**src/rtl/truth_table_scanner_if.sv**
```systemverilog
// Host/scan-target bundle for truth_table_scanner: control handshake, the
// drive/return path to the function under scan, and the result registers.
interface truth_table_scanner_if #(
   parameter int NIN = 10
);
   logic           start;
   logic           abort;
   logic           ack;
   logic           y_in;
   logic [NIN-1:0] x_out;
   logic           busy;
   logic           done;
   logic [NIN:0]   onset_count;
   logic [NIN-1:0] first_minterm;
   logic           first_valid;

   modport master (
      output start, abort, ack, y_in,
      input  x_out, busy, done, onset_count, first_minterm, first_valid
   );

   modport slave (
      input  start, abort, ack, y_in,
      output x_out, busy, done, onset_count, first_minterm, first_valid
   );
endinterface

```
**src/rtl/truth_table_scanner.sv**
```systemverilog
// Exhaustive truth-table scanner: walks x_out through every input vector of a
// combinational function, lets each vector settle, samples y_in and records
// the onset size and the lowest onset minterm.
//
// state  | meaning
// -------+-----------------------------------------------------------------
// IDLE   | waiting for start; previous results stay readable
// DRIVE  | x_out held while settle_cnt counts down to terminal count
// SAMPLE | one cycle: sample y_in, then advance x_out or finish
// DONE   | results frozen, done=1 until host ack
module truth_table_scanner #(
   parameter int NIN    = 10,
   parameter int SETTLE = 1
) (
   input  logic               clk,
   input  logic               rst,
   truth_table_scanner_if.slave bus
);

   typedef enum logic [1:0] {IDLE, DRIVE, SAMPLE, DONE} state_t;

   // Down-counter reload: DRIVE occupies SETTLE cycles ending at count zero.
   localparam logic [3:0]     SETTLE_LD = 4'((SETTLE > 0) ? (SETTLE - 1) : 0);
   localparam logic [NIN-1:0] X_LAST    = '1;

   state_t         state;
   logic [3:0]     settle_cnt;
   logic [NIN-1:0] x_q;
   logic [NIN:0]   onset_q;
   logic [NIN-1:0] first_q;
   logic           first_vld_q;
   logic           busy_q;
   logic           done_q;

   assign bus.x_out         = x_q;
   assign bus.onset_count   = onset_q;
   assign bus.first_minterm = first_q;
   assign bus.first_valid   = first_vld_q;
   assign bus.busy          = busy_q;
   assign bus.done          = done_q;

   // Scan sequencer with registered busy/done; abort outranks the sample update.
   always_ff @(posedge clk or posedge rst) begin
      if (rst) begin
         state       <= IDLE;
         settle_cnt  <= '0;
         x_q         <= '0;
         onset_q     <= '0;
         first_q     <= '0;
         first_vld_q <= 1'b0;
         busy_q      <= 1'b0;
         done_q      <= 1'b0;
      end else begin
         case (state)
            IDLE: begin
               if (bus.start) begin
                  onset_q     <= '0;
                  first_q     <= '0;
                  first_vld_q <= 1'b0;
                  x_q         <= '0;
                  settle_cnt  <= SETTLE_LD;
                  busy_q      <= 1'b1;
                  state       <= (SETTLE > 0) ? DRIVE : SAMPLE;
               end
            end
            DRIVE: begin
               if (bus.abort) begin
                  busy_q <= 1'b0;
                  state  <= IDLE;
               end else if (settle_cnt == 4'd0) begin
                  state <= SAMPLE;
               end else begin
                  settle_cnt <= settle_cnt - 4'd1;
               end
            end
            SAMPLE: begin
               if (bus.abort) begin
                  busy_q <= 1'b0;
                  state  <= IDLE;
               end else begin
                  if (bus.y_in) begin
                     onset_q <= onset_q + (NIN+1)'(1);
                     if (!first_vld_q) begin
                        first_q     <= x_q;
                        first_vld_q <= 1'b1;
                     end
                  end
                  if (x_q == X_LAST) begin
                     busy_q <= 1'b0;
                     done_q <= 1'b1;
                     state  <= DONE;
                  end else begin
                     x_q        <= x_q + NIN'(1);
                     settle_cnt <= SETTLE_LD;
                     state      <= (SETTLE > 0) ? DRIVE : SAMPLE;
                  end
               end
            end
            DONE: begin
               if (bus.ack) begin
                  done_q <= 1'b0;
                  state  <= IDLE;
               end
            end
            default: begin
               busy_q <= 1'b0;
               done_q <= 1'b0;
               state  <= IDLE;
            end
         endcase
      end
   end

endmodule

```
**src/flat_wrapper.sv**
```systemverilog
// flat-port wrapper written by rule: the top's interface ports become plain ports
module truth_table_scanner_flat 
#(
   parameter int NIN    = 10,
   parameter int SETTLE = 1
)
  (clk, rst, bus_start, bus_abort, bus_ack, bus_y_in, bus_x_out, bus_busy, bus_done, bus_onset_count, bus_first_minterm, bus_first_valid);
  truth_table_scanner_if #(.NIN(NIN)) bus_i ();
  input  logic clk;
  input  logic rst;
  input wire logic [$bits(bus_i.start)-1:0] bus_start;
  input wire logic [$bits(bus_i.abort)-1:0] bus_abort;
  input wire logic [$bits(bus_i.ack)-1:0] bus_ack;
  input wire logic [$bits(bus_i.y_in)-1:0] bus_y_in;
  output wire logic [$bits(bus_i.x_out)-1:0] bus_x_out;
  output wire logic [$bits(bus_i.busy)-1:0] bus_busy;
  output wire logic [$bits(bus_i.done)-1:0] bus_done;
  output wire logic [$bits(bus_i.onset_count)-1:0] bus_onset_count;
  output wire logic [$bits(bus_i.first_minterm)-1:0] bus_first_minterm;
  output wire logic [$bits(bus_i.first_valid)-1:0] bus_first_valid;
  assign bus_i.start = bus_start;
  assign bus_i.abort = bus_abort;
  assign bus_i.ack = bus_ack;
  assign bus_i.y_in = bus_y_in;
  assign bus_x_out = bus_i.x_out;
  assign bus_busy = bus_i.busy;
  assign bus_done = bus_i.done;
  assign bus_onset_count = bus_i.onset_count;
  assign bus_first_minterm = bus_i.first_minterm;
  assign bus_first_valid = bus_i.first_valid;
  truth_table_scanner #(.NIN(NIN), .SETTLE(SETTLE)) u_core (.clk(clk), .rst(rst), .bus(bus_i));
endmodule
```
**config.mk**
```make
export PLATFORM = sky130hd
export DESIGN_NAME = truth_table_scanner_flat
export DESIGN_NICKNAME = d
export VERILOG_FILES = /design/src/rtl/truth_table_scanner_if.sv /design/src/rtl/truth_table_scanner.sv /design/src/flat_wrapper.sv
export SDC_FILE = /design/constraint.sdc
export NUM_CORES = 1
export LEC_CHECK = 0
export ABC_AREA = 1
export CAP_MARGIN = 15
export CORE_MARGIN = 3
export CORE_UTILIZATION = 50
export DETAILED_ROUTE_END_ITERATION = 6
export GPL_TIMING_DRIVEN = 0
export PLACE_DENSITY_LB_ADDON = 0.1
export SYNTH_ARGS = -nofsm -noshare
export SYNTH_HDL_FRONTEND = slang
export SYNTH_SLANG_ARGS = --single-unit
```
**constraint.sdc**
```tcl
create_clock -name clk -period 5 [get_ports clk]
set_input_delay 0.75 -clock clk [delete_from_list [all_inputs] [get_ports clk]]
set_output_delay 0.75 -clock clk [all_outputs]
set_load 0.1 [all_outputs]
```
# Word level (Yosys, flattened, before mapping)
# Cells that the tools add are included.
[word_totals]
ff_bits = 40
latchBits = 0
ramBits = 0
rom_bits = 0
in_bits = 6
output_inout_bits = 34
elab_cells = 77
n_memories = 0
[op_classes]
addsub = 3
n_mul = 0
div = 0
magnitude_cmp = 0
eq_ne = 16
n_shift = 0
mux = 38
bitwise = 0
n_reduce_logical = 12
[ops]
columns = ["op", "count"]
rows = [
  ["10-bit two-way mux", 6],
  ["10-bit case mux with 2 select lines", 2],
  ["11-bit two-way mux", 3],
  ["11-bit case mux with 2 select lines", 1],
  ["4-bit two-way mux", 5],
  ["2-bit inequality test (second input constant)", 9],
  ["4-bit AND reduction", 4],
  ["2-bit two-way mux", 6],
  ["4-bit case mux with 3 select lines", 1],
  ["11-bit by 1-bit adder with 11-bit output (second input constant)", 1],
  ["10-bit by 1-bit adder with 10-bit output (second input constant)", 1],
  ["10-bit == test (second input constant)", 1],
  ["1-bit two-way mux", 10],
  ["2-bit case mux with 4 select lines", 1],
  ["3-bit by 2-bit inequality test with 1-bit output (second input constant)", 2],
  ["6-bit AND reduction", 1],
  ["5-bit AND reduction", 1],
  ["2-bit == test (second input constant)", 2],
  ["4-bit logical NOT", 1],
  ["1-bit case mux with 2 select lines", 2],
  ["2-bit nonzero test", 2],
  ["4-bit by 1-bit subtractor with 4-bit output (second input constant)", 1],
  ["1-bit case mux with 3 select lines", 1],
  ["3-bit AND reduction", 1],
  ["4 further kinds", 4],
]

# Logic depth before layout (Yosys ltp)
# Gate-level depths: netlist of run 1.
[depth]
depth_word = 4
depth_mapped = 12
ltp_nobuf = 10

# Worst setup path after synthesis of run 1
# Ideal clock, no wire load.
[synth_timing]
path_kind = "flip-flop to flip-flop"
startpoint = "register u_core.x_q[0] (netlist: u_core.bus.x_out[0])"
endpoint = "register u_core.x_q[1] (netlist: u_core.bus.x_out[1])"
setup_ns = 0.121
arrival_time_ns = 2.060
required_time_ns = 4.879
path_slack_ns = 2.819
stages_incl_launch_ff = 10
n_path_buf = 1
period_less_slack_ns = 2.181
path_cell_list = "dfrtp_1 -> ha_1 -> nand2_2 -> nor2_4 -> nand3_4 -> nand2_4 -> nand2_4 -> buf_8 -> nand3b_4 -> nand2_2"
[synth_between]
elab_chain_len = 4
elab_cells_between_ends = 7
cone_classes = "add/sub (1); eq/ne (2); mux (3); reduce/logical (1)"
[synth_rtl]
columns = ["element", "line_no", "source"]
rows = [
  ["start, declared", "truth_table_scanner.sv:28", "logic [NIN-1:0] x_q;"],
  ["start signal, assigned", "truth_table_scanner.sv:93", "x_q <= x_q + NIN'(1);"],
  ["10-bit by 1-bit adder with 10-bit output", "truth_table_scanner.sv:93", ""],
  ["10-bit two-way mux", "truth_table_scanner.sv:88", "if (x_q == X_LAST) begin"],
  ["10-bit two-way mux", "truth_table_scanner.sv:77", "if (bus.abort) begin"],
  ["10-bit case mux with 2 select lines", "truth_table_scanner.sv:54", "case (state)"],
]
# Several ways; a longest one is shown, not always the timed one. The select of a mux whose other input is x is not followed.
# A chain may end at the register's enable or synchronous reset.

# Worst setup path after layout of run 1
[layout_timing]
startpoint = "register u_core.x_q[5] (netlist: u_core.bus.x_out[5])"
endpoint = "output port bus_x_out[5]"
[layout_rtl]
columns = ["element", "line_no", "source"]
rows = [
  ["end, declared", "flat_wrapper.sv:15", "output wire logic [$bits(bus_i.x_out)-1:0] bus_x_out;"],
]
# No word-level cell between the ends.

==> metrics list, run 1 <==
* Status: complete, no violations
- The first detailed-routing pass took 4 iterations.
- Nature of the critical path startpoint: flip-flop
- Number of filler cells placed in the layout: 375
* Pleak: 1.36 nW
- Post-route cell area: 3000 um^2
* Total Power: 1.28 mW
* DIE WIDTH: 76.0 um
- The clock drives 40 sinks.
* Wire length of the first global-routing pass: 9060 um
- Mapped Avg Cell Area: 8.09 um^2
- Input and output buffers added on the ports amount to 39.
* Worst Hold Margin: 0.483 ns
- Delay of the slowest cell on the worst path: 1.20 ns
* TritonCTS clock tree: done
- Initial core utilization: 54.1%
- Post-DP Area: 2920 um^2
* CP Launch Point: u_core.bus.x_out[5]
- Cell Chain, Critical Path: clkdlybuf4s50_1
* Synthesized net count: 319
- Placed cell count: 407
- Number of storage elements in the synthesis netlist: 40
- For this block, the initial DRC count from the detailed router was 150.
- Root cell of the clock tree: sky130_fd_sc_hd__clkbuf_8
- The floorplan step set the die height to 76.0 um.
- Arrival time of the worst setup path: 1.99 ns
- Die Footprint: 5780 um^2
* Area taken by multi-input logic gates: 1260 um^2
* Wirelength per Cell: 12.4 um
* Count of antenna-violating nets left after detailed routing: 0
* Number of different library cells in the post-synthesis netlist: 33
* Worst ir drop on vdd: 411 uV
* Routed wire length: 5130 um
* Post-cts repair resize count: 0
- Cells fill 66.2% of the core in the end.
- Crit-path slowest cell: sky130_fd_sc_hd__clkdlybuf4s50_1
* Total grt overflow: 0
* Area occupied by registers: 1000 um^2
* Final slew viol count: 0
- In this run the critical register-to-register path is captured at u_core.bus.first_minterm[6].
- Remaining routing DRC violations: 0
- Final number of hold-violating endpoints: 0
- The worst path meets setup with 2.26 ns of slack.
- For this design the ratio of total power to cell area is 425 nW/um^2.
- Clock Latency Late Sink: 0.29 ns
- Relative to the synthesized area, the layout overhead comes to 22.4%.
* Unrepaired setup endpoints after global routing: no
- After routing, the total negative slack on setup checks comes to 0 ns.
- After floorplanning, the core was sized to cover 4530 um^2.
- In this run the worst path has a maximum fanout of 7.
* Critical path capture point: bus_x_out[5]
- Vias per cell: 5.00
- Prior to clock tree synthesis, the placed netlist has a worst setup slack of 2.57 ns.
- Counting the buffers created by CTS gives 5.
* Number of placed I/O pins: 40
- On the critical path the largest part of the delay comes from buffers and inverters.
- After synthesis the cells add up to 2450 um^2.
- The worst register-to-register path begins at u_core.state[0].
- The Yosys step of the flow raised 0 warnings.
- Most frequent standard cell in the layout excluding fill and tap cells: sky130_fd_sc_hd__nand2_1
- Transition time at the pin with the least slew margin: 0.994 ns
* Stages on the worst setup path: 1
- Setup slack of the most critical reg-to-reg path: 3.21 ns
* Total via count in the routed design: 2071
- Entering global routing, the biggest net connects 41 pins.
- Buffers inserted by post-CTS timing repair: 0
- After layout, the worst path uses 54.8% of the clock period.
* Vias in the first global route: 1956
- Row count: 24
- The HPWL after detailed placement is 3810 um.
* Req. time, crit path: 4.25 ns
* Antenna violations before repair: 0
- Number of levels the H-tree was split into: 2
- STA classifies the critical path endpoint as an output port.
- Total global routing track utilization: 18.9%
* Clock-pin slew on the worst setup and hold paths: 0.08 ns
* Hold buffer count at cts: 0
- Maximum clock path buffer count: 2
- Most frequent cells in the layout: sky130_fd_sc_hd__nand2_1 (93), sky130_fd_sc_hd__dfrtp_1 (40), sky130_fd_sc_hd__clkdlybuf4s50_1 (39), sky130_fd_sc_hd__nor2_1 (29), sky130_fd_sc_hd__inv_1 (26)
- Across the run, the number of max-cap violations was 0.
- Total buffers and inverters traversed by the critical path: 1
* Critical setup path kind: reg -> out
* Fraction of final layout cells with drive strength greater than 1: 15.8%
* Worst Skew: 0.00758 ns
* Post-Layout Cell Count: 414
* R2R cell count: 11
- Fin nets: 365
- Hold/Removal Path Class: reg -> reg
* Final critical delay including setup and external delays: 2.74 ns
* Diodes inserted: 0
* Maximum clock rate: 365 MHz
- Max-slew headroom at the worst pin: 33.6%
- Setup violators final: 0
* Share of synthesized area occupied by flip-flops and latches: 40.8%
- Count of mapped cells out of synthesis: 303
* Routability congestion estimate: 0.826
[logic make-up after synthesis]
| family | share of synthesized area [%] |
|---|---|
| fa+ha+maj | 5.10 |
| simple gates | 36.1 |
| buf+inv | 7.60 |
| flops | 40.8 |
| compound gates | 9.29 |
| xor+xnor | 1.07 |
[per-layer routing]
metal  up-vias  global-route usage [%]  wire (um)
met4         0                    3.26         40
met1       948                    26.8       2460
met3         4                    4.02        245
met5         -                       0          0
met2        56                    30.3       2380
li1       1063                       -          -
[final cells by class]
class	instances	area share [%]
timing repair buffer	39	13.0
multi-input combinational	225	42.1
tap	65	2.71
inverter	32	4.00
sequential	40	33.3
clock inverter	1	0.167
buffer	6	2.21
clock buffer	6	2.42
[where the power goes]
group	switching (mW)	internal [mW]
sequential	0.0403	0.366
clock	0.107	0.0949
combinational	0.470	0.198
total	0.617	0.658
[Yosys cell counts (all sizes together)]
cell      n  area [um^2]
or2       1         6.26
xor2      2         17.5
nor3b     1         7.51
nor3      2         10.0
nor2     32          143
nand2   103          432
dfrtp    40         1000
inv      32          120
buf       6         66.3
o21ai    23          156
nand3    32          235
a22oi     1         7.51
a21oi     9         48.8
nand3b    2         27.5
o31ai     1         7.51
ha       10          125
nand4     4         25.0
xnor2     1         8.76
o21bai    1         7.51
[state kept, by name, indices dropped and copies added, names as in the netlist]
register and cells:
u_core.bus.onset_count 11, u_core.bus.first_minterm 10, u_core.bus.x_out 10, u_core.settle_cnt 4, u_core.state 2, u_core.bus.busy 1
u_core.bus.done 1, u_core.bus.first_valid 1
[worst min-delay path by stage]
stage,end,depth (start not counted),start
floorplan,u_core.settle_cnt[1],2,u_core.settle_cnt[1]
global placement,u_core.settle_cnt[1],2,u_core.settle_cnt[1]
detailed placement,u_core.bus.first_minterm[1],2,u_core.bus.first_minterm[1]
CTS,u_core.bus.first_minterm[1],2,u_core.bus.first_minterm[1]
global route,u_core.settle_cnt[1],2,u_core.settle_cnt[1]
finish,u_core.bus.first_minterm[0],2,u_core.bus.first_minterm[0]
[tightest hold or removal path: stages, from the launching register on]
cell and delay [ns]:
sky130_fd_sc_hd__dfrtp_1 0.35, sky130_fd_sc_hd__nand2_1 0.06, sky130_fd_sc_hd__o21ai_2 0.04
Power figures use the tool's default switching activity.
==> inputs of run 2 (changes only) <==
==> constraint.sdc (replaced) <==
create_clock -name clk -period 2.87 [get_ports clk]
set_input_delay 0.4305 -clock clk [delete_from_list [all_inputs] [get_ports clk]]
set_output_delay 0.4305 -clock clk [all_outputs]
set_load 0.1 [all_outputs]
==> results of run 2 <==
The final DEF is identical to that of run 1. Status: complete, no violations.
Main changes from that run: setup slack after placement 2.57 ns -> 0.758 ns; setup slack after layout 2.26 ns -> 0.452 ns; register-to-register setup slack 3.21 ns -> 1.08 ns; total power 1.28 mW -> 2.22 mW; worst IR drop on VDD 411 uV -> 715 uV
